$ cat src/rtl/magnitude_scheduler.sv
// Round-robin scheduler that shares one magnitude pipeline among NUM_CH I/Q channels.
// Results come back in issue order and are tagged with the originating channel.
module magnitude_scheduler #(
    parameter int NUM_CH        = 4,
    parameter int DATA_IN_BITS  = 16,
    parameter int DATA_OUT_BITS = DATA_IN_BITS + 1,
    parameter int PIPE_LATENCY  = 5,
    parameter int FIFO_DEPTH    = 8,
    parameter int CH_BITS       = $clog2(NUM_CH)
) (
    input  logic                           clk,
    input  logic                           rst,
    input  logic [NUM_CH-1:0]              req_valid,
    input  logic [NUM_CH*DATA_IN_BITS-1:0] req_data_1,
    input  logic [NUM_CH*DATA_IN_BITS-1:0] req_data_2,
    output logic [NUM_CH-1:0]              req_ready,
    output logic [DATA_IN_BITS-1:0]        mag_data_in_1,
    output logic [DATA_IN_BITS-1:0]        mag_data_in_2,
    output logic                           mag_data_in_ready,
    input  logic [DATA_OUT_BITS-1:0]       mag_data_out,
    input  logic                           mag_data_out_ready,
    output logic                           res_valid,
    input  logic                           res_ready,
    output logic [DATA_OUT_BITS-1:0]       res_data,
    output logic [CH_BITS-1:0]             res_ch,
    output logic                           tag_error
);
    localparam int AW = $clog2(FIFO_DEPTH);
    localparam int CW = AW + 1;
    localparam int FW = $clog2(PIPE_LATENCY + 1);
    localparam int IW = CH_BITS + 1;

    typedef struct packed {
        logic [CH_BITS-1:0]       ch;
        logic [DATA_OUT_BITS-1:0] data;
    } res_t;

    logic [NUM_CH-1:0][DATA_IN_BITS-1:0] ch_i, ch_q;
    logic [CH_BITS-1:0] ptr, grant_idx;
    logic [IW-1:0]      idx;
    logic               grant_any, issue_ok, xfer, flushing;
    logic               mag_hit, tag_pop, tag_empty, res_pop;
    logic [CW-1:0]      outstanding, tag_cnt, res_cnt;
    logic [AW-1:0]      tag_wr, tag_rd, res_wr, res_rd;
    logic [FW-1:0]      flush_cnt;
    logic [CH_BITS-1:0] tag_mem [FIFO_DEPTH];
    res_t               res_mem [FIFO_DEPTH];
    res_t               head;

    assign ch_i = req_data_1;
    assign ch_q = req_data_2;

    always_comb begin
        grant_any = 1'b0;
        grant_idx = '0;
        idx       = '0;
        for (int i = 1; i <= NUM_CH; i++) begin
            idx = {1'b0, ptr} + IW'(i);
            if (idx >= IW'(NUM_CH))
                idx = idx - IW'(NUM_CH);
            if (!grant_any && req_valid[idx[CH_BITS-1:0]]) begin
                grant_any = 1'b1;
                grant_idx = idx[CH_BITS-1:0];
            end
        end
    end

    assign flushing  = (flush_cnt != '0);
    assign res_valid = (res_cnt != '0);
    assign res_pop   = res_valid && res_ready;
    // A pop in the same cycle frees a slot, so a full scheduler may still issue.
    assign issue_ok  = !rst && !flushing && ((outstanding < CW'(FIFO_DEPTH)) || res_pop);
    assign xfer      = grant_any && issue_ok;
    assign req_ready = xfer ? (NUM_CH'(1) << grant_idx) : '0;

    assign tag_empty = (tag_cnt == '0);
    assign mag_hit   = mag_data_out_ready && !flushing && !rst;
    assign tag_pop   = mag_hit && !tag_empty;

    assign head     = res_mem[res_rd];
    assign res_data = res_valid ? head.data : '0;
    assign res_ch   = res_valid ? head.ch : '0;

    always_ff @(posedge clk) begin
        if (xfer)
            tag_mem[tag_wr] <= grant_idx;
        if (tag_pop)
            res_mem[res_wr] <= {tag_mem[tag_rd], mag_data_out};
    end

    always_ff @(posedge clk) begin
        if (rst) begin
            ptr               <= CH_BITS'(NUM_CH - 1);
            flush_cnt         <= FW'(PIPE_LATENCY);
            outstanding       <= '0;
            tag_cnt           <= '0;
            tag_wr            <= '0;
            tag_rd            <= '0;
            res_cnt           <= '0;
            res_wr            <= '0;
            res_rd            <= '0;
            mag_data_in_ready <= 1'b0;
            mag_data_in_1     <= '0;
            mag_data_in_2     <= '0;
            tag_error         <= 1'b0;
        end else begin
            // Results still draining from before reset are dropped while flushing.
            if (flushing)
                flush_cnt <= flush_cnt - FW'(1);
            mag_data_in_ready <= xfer;
            if (xfer) begin
                ptr           <= grant_idx;
                mag_data_in_1 <= ch_i[grant_idx];
                mag_data_in_2 <= ch_q[grant_idx];
                tag_wr        <= tag_wr + AW'(1);
            end
            if (tag_pop) begin
                tag_rd <= tag_rd + AW'(1);
                res_wr <= res_wr + AW'(1);
            end
            if (res_pop)
                res_rd <= res_rd + AW'(1);
            tag_cnt     <= tag_cnt + CW'(xfer) - CW'(tag_pop);
            res_cnt     <= res_cnt + CW'(tag_pop) - CW'(res_pop);
            outstanding <= outstanding + CW'(xfer) - CW'(res_pop);
            if (mag_hit && tag_empty)
                tag_error <= 1'b1;
        end
    end
endmodule

$ cat config.mk
export PLATFORM = sky130hd
export DESIGN_NAME = magnitude_scheduler
export DESIGN_NICKNAME = d
export VERILOG_FILES = /design/src/rtl/magnitude_scheduler.sv
export SDC_FILE = /design/constraint.sdc
export NUM_CORES = 1
export LEC_CHECK = 0
export ABC_CLOCK_PERIOD_IN_PS = 3220
export BUFFER_PORTS_ARGS = -buffer_cell sky130_fd_sc_hd__buf_4
export CAP_MARGIN = 30
export CELL_PAD_IN_SITES_DETAIL_PLACEMENT = 0
export CELL_PAD_IN_SITES_GLOBAL_PLACEMENT = 1
export CORE_AREA = 2 2 145 182
export DETAILED_ROUTE_END_ITERATION = 6
export DIE_AREA = 0 0 147 184
export PLACE_DENSITY_LB_ADDON = 0.15
export SETUP_SLACK_MARGIN = 0.4
export SYNTH_ARGS = -nofsm -noshare
export SYNTH_HDL_FRONTEND = slang
export SYNTH_SLANG_ARGS = --single-unit
$ cat constraint.sdc
create_clock -name clk -period 3.22 [get_ports clk]
set_input_delay 0 -clock clk [delete_from_list [all_inputs] [get_ports clk]]
set_output_delay 0 -clock clk [all_outputs]
set_load 0.005 [all_outputs]
==> results.tsv, run 1 <==
metric	value	unit
outcome	finished, final reports clean	
critPathArrivalTime	3.06	ns
num_io_pins	211	
ys.flop_type	edfxtp_1	
core_area	25200	um^2
ir_drop	0.000361	V
topRoutingLayerUsed	met4	
antenna_found_initial	0	
synth-edff-count	168	
finalPower	0.00838	W
p_per_area	582	nW/um^2
row_count	65	
synth_top_family_by_area	multiplexers	
finalMaxSlewViolations	0	
final_cells	1387	
path_clk_slew	0.06	ns
p_int	0.00624	W
wl_per_cell	18.3	um
ctsLongestPathBuffers	3	
place_congestion	0.808	
synth-simple-area-share	0.0579	
place_area	12100	um^2
track_usage	0.182	
synth_cells	655	
synth_top_cell_by_area	edfxtp_1	
worst_pin_slew	0.705	ns
max-slew-margin-rel	0.530	
antenna_cells	0	
tns	0	ns
layout-drive-gt1-share	0.320	
cts-htree-levels	1	
met1Wirelength	9.38	mm
grt_pass1_vias	7461	
grt_overflow	0	
cts_made_buffers	25	
start_util	0.396	
rsz0062_at_grt	true	
clock.fmax	383	MHz
drtIter0Drc	263	
finalWirelength	25.4	mm
met3_wirelength	1.14	mm
cp.required	3.67	ns
cpPeakStageDelay	0.57	ns
period_share	0.811	
ant_nets	0	
ys_seq_area_frac	0.644	
ys.warnings.count	0	
start_kind	flop	
synth_area	9980	um^2
drc	0	
dr.pass1.iters	4	
port_buffers	210	
async_flop_share	0	
skew	0.0157	ns
synth-seq-cells	237	
die_x	147	um
cts_root_buf	clkbuf_16	
stdcell_area	14400	um^2
grt_first_pass_wirelength	38.8	mm
switchingPower	0.00215	W
fin_hold_ws	0.0993	ns
cts.sinks	237	
synth.most_common_cell	edfxtp_1	
synth-xor-area-share	0.0140	
dieHeight	184	um
holdCritPathClass	input pin to flop	
p_comb_frac	0.253	
synth_compound_area_frac	0.0450	
synth.area.mux_share	0.180	
vias	6929	
syn_area_per_cell	15.2	um^2
place_hpwl	16.2	mm
dp.cells	1191	
nets	1210	
crit_fanout	34	
clk_latency	0.51	ns
worst-setup-path-type	flop to flop	
synth_common_cells	edfxtp_1, mux2i_1, dfxtp_1	
setup.worst_path.end_class	flop	
cts_tree	built	
synth_top_area_share	0.505	
p_clk_frac	0.331	
synthTopCellsByArea	edfxtp_1, dfxtp_1, mux4_2, mux2i_1, o221ai_1	
setup_viol	0	
areaGrowthSynthToFinish	44.2	%
p_seq_frac	0.416	
p_sw_frac	0.256	
cp_top_family	buffers and inverters	
crit_slowest_cell	dlygate4sd3_1	
synth_cell_types	43	
grt_max_degree	39	
yosys.area_share.adder	0.0311	
dieArea	27000	um^2
p_leak	5.64	nW
synth_nets	831	
met2_length	14.1	mm
crit_chain	inv_1 -> ha_1 -> nor3b_2 -> o21ai_1 -> nand2_2 -> inv_2 -> nand2_1 -> buf_4 -> o221ai_1 -> dlygate4sd3_1	
min_period	2.61	ns
finalHoldViolations	0	
cap_violations	0	
drt-vias-per-instance	5.00	
cp.buffers_inverters	4	
## cell usage in the layout, fill, tap and decap left out, types with 3 or more instances in the layout
cell type	n
clkbuf_1	6
clkbuf_16	25
xnor2_1	9
nand2b_1	7
a21oi_1	10
nor3_1	3
buf_4	236
clkinv_1	4
ha_1	20
o221ai_1	32
bufinv_16	3
nor3_2	4
mux2i_1	83
clkinv_2	8
inv_1	27
nor2b_1	4
dfxtp_1	68
dlygate4sd3_1	147
nand2_1	47
fa_1	3
mux4_2	42
edfxtp_1	168
nor2_2	3
nor3b_1	3
nor2_1	47
a21o_1	3
buf_12	3
xor2_1	7
## power groups by stage
stage	Clock, W	Sequential, W	Combinational, W
3_5_place_dp	0	0.00356	0.00197
2_1_floorplan	0	0.00348	0.00124
6_report	0.00278	0.00349	0.00212
3_3_place_gp	0	0.00355	0.00189
5_1_grt	0.00298	0.00351	0.00232
4_1_cts	0.00285	0.00349	0.00214
## cells by family (layout without fill, tap and decap cells)
family	count (synthesis)	after routing
DFF	237	237
and+or+nand+nor	130	130
muxes	127	127
buffers and inverters	65	462
AOI/OAI and AO/OA	57	57
adders and majority gates	23	23
xor gates and xnor gates	16	16
## through the flow
step	setup slack, ns	util
global route	0.360	0.571
global placement	0.660	0.479
CTS	0.413	0.569
finish	0.608	0.571
floorplan	0.382	-
detailed placement	0.512	0.479
## layer usage
layer / track usage / vias to the layer above
li1: - / 3250
met1: 0.199 / 3426
met2: 0.352 / 192
met3: 0.0342 / 61
met4: 0.0585 / 0
met5: 0 / -
## path summary, 6_finish.rpt
path                                      start  cells after the start                       endpoint  slack, ns
hold reg to reg   mag_data_in_1[8]$_SDFFE_PP0P_                      2  mag_data_in_1[8]$_SDFFE_PP0P_       0.47
setup reg to reg          res_cnt[2]$_SDFF_PP0_                     10  mag_data_in_2[0]$_SDFFE_PP0P_       0.61
setup / recovery          res_cnt[2]$_SDFF_PP0_                     10  mag_data_in_2[0]$_SDFFE_PP0P_       0.61
hold / removal                     req_valid[2]                      5   mag_data_in_ready$_SDFF_PP0_        0.1
## timing repair
action                                 4_1_cts  5_1_grt
buffers inserted                             0        4
endpoints found under the hold margin      200        0
setup endpoints to repair                    0       17
hold buffers                               147        0
resized for setup                            0        3
## worst reg2reg max path: cells and delay by family, from the launching register on
kind	cells	cell delay (ns)
flops	1	0.31
simple gates	3	0.44
compound gates	2	0.54
fa+ha+maj	1	0.19
buf+inv	4	1.10
## layout make-up
| cell class | count | area (um^2) |
|---|---|---|
| clock inverter | 14 | 145 |
| inverter | 31 | 116 |
| clock buffer | 31 | 648 |
| tap | 335 | 419 |
| multi-input combinational | 353 | 3330 |
| sequential | 237 | 6430 |
| timing repair buffer | 386 | 3300 |
| fill | 2031 | 10800 |
## state kept, by name (all words and copies together) (netlist names), 4 cells and up, named ones only
| name | count |
|---|---|
| outstanding | 4 |
| mag_data_in_2 | 16 |
| tag_mem | 16 |
| tag_cnt | 4 |
| res_cnt | 4 |
| mag_data_in_1 | 16 |
| res_mem | 152 |
(Power assumes the default switching activity.)
==> run 2: changes to the inputs <==
--- a/config.mk
+++ b/config.mk
@@ -5,14 +5,15 @@
 export SDC_FILE = /design/constraint.sdc
 export NUM_CORES = 1
 export LEC_CHECK = 0
-export ABC_CLOCK_PERIOD_IN_PS = 3220
+export ABC_AREA = 1
+export ABC_CLOCK_PERIOD_IN_PS = 2500
 export BUFFER_PORTS_ARGS = -buffer_cell sky130_fd_sc_hd__buf_4
 export CAP_MARGIN = 30
 export CELL_PAD_IN_SITES_DETAIL_PLACEMENT = 0
 export CELL_PAD_IN_SITES_GLOBAL_PLACEMENT = 1
-export CORE_AREA = 2 2 145 182
+export CORE_AREA = 2 2 147 185
 export DETAILED_ROUTE_END_ITERATION = 6
-export DIE_AREA = 0 0 147 184
+export DIE_AREA = 0 0 149 187
 export PLACE_DENSITY_LB_ADDON = 0.15
 export SETUP_SLACK_MARGIN = 0.4
 export SYNTH_ARGS = -nofsm -noshare
==> constraint.sdc (replaced) <==
create_clock -name clk -period 2.5 [get_ports clk]
set_input_delay 0 -clock clk [delete_from_list [all_inputs] [get_ports clk]]
set_output_delay 0 -clock clk [all_outputs]
set_load 0.005 [all_outputs]
==> results.tsv, run 2 <==
metric	value	unit	change
outcome	finished, final reports clean		unchanged
clk_latency	0.51	ns	about the same
synth.most_common_cell	nand2_1		was edfxtp_1
finalHoldViolations	0		unchanged
start_util	0.413		was 0.396
path_clk_slew	0.06	ns	about the same
synth_top_cell_by_area	edfxtp_1		unchanged
ys_seq_area_frac	0.591		was 0.644
dp_slack	0.248	ns	was 0.512 ns
syn_area_per_cell	9.22	um^2	was 15.2 um^2
dr.pass1.iters	4		unchanged
rsz0062_at_grt	true		unchanged
worst-setup-path-type	flop to flop		unchanged
synth_common_cells	nand2_1, nor2_1, edfxtp_1		was edfxtp_1, mux2i_1, dfxtp_1
finalMaxSlewViolations	0		unchanged
synth-seq-cells	237		unchanged
place_hpwl	17.3	mm	was 16.2 mm
grt_max_degree	92		was 39
final_util	0.628		was 0.571
port_buffers	210		unchanged
finalWirelength	33.1	mm	was 25.4 mm
grt_overflow	0		unchanged
synth-edff-count	168		unchanged
core_area	26300	um^2	was 25,200 um^2
tns	0	ns	unchanged
ant_nets	0		unchanged
critPathArrivalTime	2.60	ns	was 3.06 ns
p_per_area	749	nW/um^2	was 582 nW/um^2
cts-htree-levels	1		unchanged
ys.warnings.count	0		unchanged
antenna_found_initial	0		unchanged
synth_cells	1179		was 655
areaGrowthSynthToFinish	52.0	%	was 44.2%
cts_made_buffers	24		was 25
holdCritPathClass	input pin to flop		unchanged
antenna_cells	0		unchanged
cp.required	2.95	ns	was 3.67 ns
fillers	2134		was 2,031
max-slew-margin-rel	0.616		was 0.530
ir_drop	0.000407	V	was 0.000361 V
setup.worst_path.end_class	flop		unchanged
start_kind	flop		unchanged
row_count	67		was 65
fin_hold_ws	0.266	ns	was 0.0993 ns
cts_root_buf	clkbuf_16		unchanged
synthTopCellsByArea	edfxtp_1, dfxtp_1, nand2_1, nor2_1, o21ai_0		was edfxtp_1, dfxtp_1, mux4_2, mux2i_1, o221ai_1
skew	0.0105	ns	was 0.0157 ns
cts_tree	built		unchanged
final_common_cell	buf_4		unchanged
worst_pin_slew	0.577	ns	was 0.705 ns
dp.cells	1696		was 1,191
track_usage	0.219		was 0.182
synth_area	10900	um^2	was 9980 um^2
vias	9701		was 6,929
grt_first_pass_wirelength	48.6	mm	was 38.8 mm
synth_nets	1355		was 831
layout-drive-gt1-share	0.266		was 0.320
dieHeight	187	um	was 184 um
fin_ws	0.358	ns	was 0.608 ns
synth_cell_types	36		was 43
largest_register	res_mem		unchanged
min_period	2.14	ns	was 2.61 ns
largest_reg_flops	152		unchanged
crit_fanout	6		was 34
die_x	149	um	was 147 um
synth_top_area_share	0.464		was 0.505
cap_violations	0		unchanged
period_share	0.857		was 0.811
cpPeakStageDelay	0.51	ns	was 0.57 ns
async_flop_share	0		unchanged
drt-vias-per-instance	4.98		was 5.00
drc	0		unchanged
layout_common_cells	buf_4, nand2_1, nor2_1		was buf_4, edfxtp_1, dlygate4sd3_1
cts.sinks	237		unchanged
dieArea	27900	um^2	was 27,000 um^2
wl_per_cell	17.0	um	was 18.3 um
p_leak	6.86	nW	was 5.64 nW
nets	1760		was 1,210
final_cells	1947		was 1,387
grt_pass1_vias	9585		was 7,461
num_io_pins	211		unchanged
crit_slowest_cell	fa_2		was dlygate4sd3_1
setup_viol	0		unchanged
ctsLongestPathBuffers	3		unchanged
crit_chain	buf_6 -> nand2_1 -> nand3_2 -> nand2_2 -> nor2_4 -> nand3_4 -> nand2_8 -> inv_8 -> buf_12 -> ha_4 -> fa_2 -> inv_1 -> nor2_1		was inv_1 -> ha_1 -> nor3b_2 -> o21ai_1 -> nand2_2 -> inv_2 -> nand2_1 -> buf_4 -> o221ai_1 -> dlygate4sd3_1
place_congestion	0.795		was 0.808
drtIter0Drc	445		was 263
ys.flop_type	edfxtp_1		unchanged
clock.fmax	467	MHz	was 383 MHz
[run 2: stage by stage]
stage          area (um^2)  power [W]
6_report             16500     0.0124
5_1_grt              16500     0.0131
4_1_cts              15900     0.0121
3_5_place_dp         13100    0.00791
3_3_place_gp         13100    0.00788
2_1_floorplan        11000    0.00656
[run 2: worst max-delay path: cells and delay by family (launching register included)]
kind                       cells  cell delay [ns]
DFF                            1             0.40
and+or+nand+nor                7             0.68
adders and majority gates      2             0.66
buffers and inverters          4             0.33
[run 2: per-layer routing]
layer / GRT usage / vias up / wire, um / share of wire
li1: - / 4782 / - / -
met1: 0.240 / 4511 / 12200 / 0.37
met2: 0.424 / 344 / 17900 / 0.54
met3: 0.0368 / 64 / 1970 / 0.059
met4: 0.0674 / 0 / 1030 / 0.031
met5: 0 / - / 0 / 0
[run 2: cells by family after synthesis]
family,after synthesis,synth area share
buf+inv,169,0.0630
xor+xnor,5,0.00403
fa+ha+maj,23,0.0285
compound gates,187,0.0917
flops,237,0.591
simple gates,558,0.222
[run 2: timing repair]
action | in CTS | in global routing
pin swaps | 12 | 25
gates cloned | 5 | 10
setup buffers | 23 | 21
endpoints found under the hold margin | 188 | 0
hold buffers | 148 | 0
endpoints found under the setup margin | 62 | 176
resized for setup | 54 | 60
[run 2: worst paths after layout]
| path | to | start | slack (ns) | depth (start not counted) |
|---|---|---|---|---|
| worst min-delay path | res_mem[0][13]$_DFFE_PP_ | mag_data_out[13] | 0.27 | 2 |
| worst max-delay path | tag_cnt[1]$_SDFF_PP0_ | ptr[0]$_SDFFE_PP1P_ | 0.36 | 13 |
| worst max register to register | tag_cnt[1]$_SDFF_PP0_ | ptr[0]$_SDFFE_PP1P_ | 0.36 | 13 |
| worst min register to register | flop | res_rd[2]$_SDFFE_PP0P_ | 0.47 | 2 |
[run 2: area by class of cell]
cell class / count / area (um^2) / share of cell area
flip-flops and latches: 237 / 6440 / 0.390
repair buffers: 442 / 4260 / 0.258
multi-input cells: 774 / 4150 / 0.251
clock buffers: 32 / 672 / 0.0407
inverters: 105 / 435 / 0.0264
well taps: 345 / 432 / 0.0261
clock inverters: 12 / 134 / 0.00810
[run 2: report_power, final]
group	switching, W	total [W]	internal [W]
sequential	0.000126	0.00450	0.00437
combinational	0.00223	0.00420	0.00197
clock	0.00148	0.00368	0.00220
==> run 3: changes to the inputs <==
--- a/config.mk
+++ b/config.mk
@@ -7,7 +7,7 @@
 export LEC_CHECK = 0
 export ABC_AREA = 1
 export ABC_CLOCK_PERIOD_IN_PS = 2500
-export BUFFER_PORTS_ARGS = -buffer_cell sky130_fd_sc_hd__buf_4
+export BUFFER_PORTS_ARGS = -buffer_cell sky130_fd_sc_hd__buf_2
 export CAP_MARGIN = 30
 export CELL_PAD_IN_SITES_DETAIL_PLACEMENT = 0
 export CELL_PAD_IN_SITES_GLOBAL_PLACEMENT = 1
@@ -16,6 +16,7 @@
 export DIE_AREA = 0 0 149 187
 export PLACE_DENSITY_LB_ADDON = 0.15
 export SETUP_SLACK_MARGIN = 0.4
+export SLEW_MARGIN = 30
 export SYNTH_ARGS = -nofsm -noshare
 export SYNTH_HDL_FRONTEND = slang
 export SYNTH_SLANG_ARGS = --single-unit
==> results.tsv, run 3 (synthesis gave the netlist of run 2 again) <==
metric	value	unit	change
grt_first_pass_wirelength	46.9	mm	was 48.6 mm
cts_tree	built		unchanged
critPathArrivalTime	2.19	ns	was 2.60 ns
cts_root_buf	clkbuf_16		unchanged
antenna_found_initial	0		unchanged
path_clk_slew	0.06	ns	about the same
crit_chain	buf_6 -> nand2_2 -> nand2_2 -> nand2_2 -> nand2_4 -> nor2_4 -> nand2_1 -> nor2_2 -> a21oi_1 -> buf_4 -> nor3_4 -> buf_2		was buf_6 -> nand2_1 -> nand3_2 -> nand2_2 -> nor2_4 -> nand3_4 -> nand2_8 -> inv_8 -> buf_12 -> ha_4 -> fa_2 -> inv_1 -> nor2_1
worst-setup-path-type	flop to output pin		was flop to flop
setup.worst_path.end_class	output pin		was flop
finalWirelength	31.2	mm	was 33.1 mm
hp-start	mag_data_out[2]		was mag_data_out[13]
cts-htree-levels	1		unchanged
setup_viol	0		unchanged
worst_pin_slew	0.600	ns	was 0.577 ns
finalPower	0.0118	W	was 0.0124 W
p_per_area	747	nW/um^2	was 749 nW/um^2
grt_max_degree	77		was 92
fin_hold_ws	0.285	ns	was 0.266 ns
outcome	finished, final reports clean		unchanged
drt-vias-per-instance	4.95		was 4.98
rsz0062_at_grt	true		unchanged
wl_per_cell	16.1	um	was 17.0 um
fin_ws	0.313	ns	was 0.358 ns
ir_drop	0.000416	V	was 0.000407 V
start_kind	flop		unchanged
crit_slowest_cell	dfxtp_4		was fa_2
clk_latency	0.51	ns	about the same
largest_register	res_mem		unchanged
core_area	26300	um^2	unchanged
cp.buffers_inverters	3		was 4
dieHeight	187	um	unchanged
vias	9609		was 9,701
ff2ff_path_depth	14		was 13
antenna_cells	0		unchanged
areaGrowthSynthToFinish	45.0	%	was 52.0%
largest_reg_flops	152		unchanged
ant_nets	0		unchanged
p_leak	6.60	nW	was 6.86 nW
nets	1753		was 1,760
cts.sinks	237		unchanged
seq_area	6440	um^2	unchanged
grt_overflow	0		unchanged
port_buffers	210		unchanged
num_io_pins	211		unchanged
dieArea	27900	um^2	unchanged
skew	0.00745	ns	was 0.0105 ns
final_util	0.599		was 0.628
start_util	0.413		unchanged
hold_depth	2		unchanged
r2r_start	flush_cnt[1]$_SDFFE_PP0P_		was ptr[0]$_SDFFE_PP1P_
grt_pass1_vias	9322		was 9,585
place_hpwl	17.6	mm	was 17.3 mm
period_share	0.875		was 0.857
crit_fanout	18		was 6
rr_endpoint	res_mem[3][16]$_DFFE_PP_		was tag_cnt[1]$_SDFF_PP0_
max-slew-margin-rel	0.598		was 0.616
cap_violations	0		unchanged
cpPeakStageDelay	0.37	ns	was 0.51 ns
crit_path_frequent_cell	nand2_2		
clock.fmax	457	MHz	was 467 MHz
min_period	2.19	ns	was 2.14 ns
layout_common_cells	buf_2, nand2_1, nor2_1		was buf_4, nand2_1, nor2_1
layout-drive-gt1-share	0.262		was 0.266
die_x	149	um	unchanged
fillers	2279		was 2,134
final_common_cell	buf_2		was buf_4
cp.required	2.50	ns	was 2.95 ns
row_count	67		unchanged
hold_path_end	res_mem[2][2]$_DFFE_PP_		was res_mem[0][13]$_DFFE_PP_
track_usage	0.210		was 0.219
finalHoldViolations	0		unchanged
holdCritPathClass	input pin to flop		unchanged
tns	0	ns	unchanged
drc	0		unchanged
multi_input_area	4120	um^2	was 4150 um^2
rrSetupSlack	0.40	ns	was 0.36 ns
cp_top_family	simple AND/OR/NAND/NOR gates		unchanged
place_congestion	0.803		was 0.795
cts_made_buffers	25		was 24
drtIter0Drc	407		was 445
ctsLongestPathBuffers	3		unchanged
finalMaxSlewViolations	0		unchanged
dr.pass1.iters	5		was 4
dp_slack	0.213	ns	was 0.248 ns
==> run 3: area by class of cell <==
class	instances	area share
tap	345	0.0274
multi-input combinational	774	0.261
timing repair buffer	434	0.227
inverter	105	0.0284
clock buffer	33	0.0435
sequential	237	0.409
clock inverter	12	0.00397
==> run 3: stage by stage <==
stage               area, um^2  instances
floorplan                11000       1179
global placement         12600       1702
detailed placement       12600       1702
CTS                      15200       1915
global route             15800       1940
finish                   15800       1940
==> run 3: worst max-delay path by stage <==
stage                                    startpoint                             to  slack, ns  cells past startpoint
after floorplan           flush_cnt[0]$_SDFFE_PP1P_        res_mem[5][0]$_DFFE_PP_       0.16                     10
after global placement          ptr[0]$_SDFFE_PP1P_  mag_data_in_1[0]$_SDFFE_PP0P_       0.27                     13
after global routing            ptr[0]$_SDFFE_PP1P_                   req_ready[0]       0.17                     12
after detailed placement      res_cnt[2]$_SDFF_PP0_          res_cnt[2]$_SDFF_PP0_       0.21                     12
final                           ptr[0]$_SDFFE_PP1P_                   req_ready[0]       0.31                     12
after CTS                       ptr[0]$_SDFFE_PP1P_                   req_ready[0]       0.31                     13
==> run 3: where the power goes <==
part           leakage [nW]  switching (W)  internal [W]
Combinational          4.15        0.00216       0.00171
Clock                 0.372        0.00147       0.00192
Sequential             2.07       0.000125       0.00438
Total                  6.60        0.00375       0.00801
==> run 3: repair_timing <==
item                       CTS  global route
cloned                       2             9
hold buffers               148             0
setup buffers               18            16
gates resized for setup     52            61
pin swaps                   17            23
hold endpoints to repair   186             0
setup endpoints to repair   62           227
==> run 3: metal layers <==
metal	track usage	vias up	share of wire
met5	0	-	0
met4	0.0674	0	0.021
met3	0.0405	59	0.058
met2	0.401	310	0.53
met1	0.229	4474	0.39
li1	-	4766	-
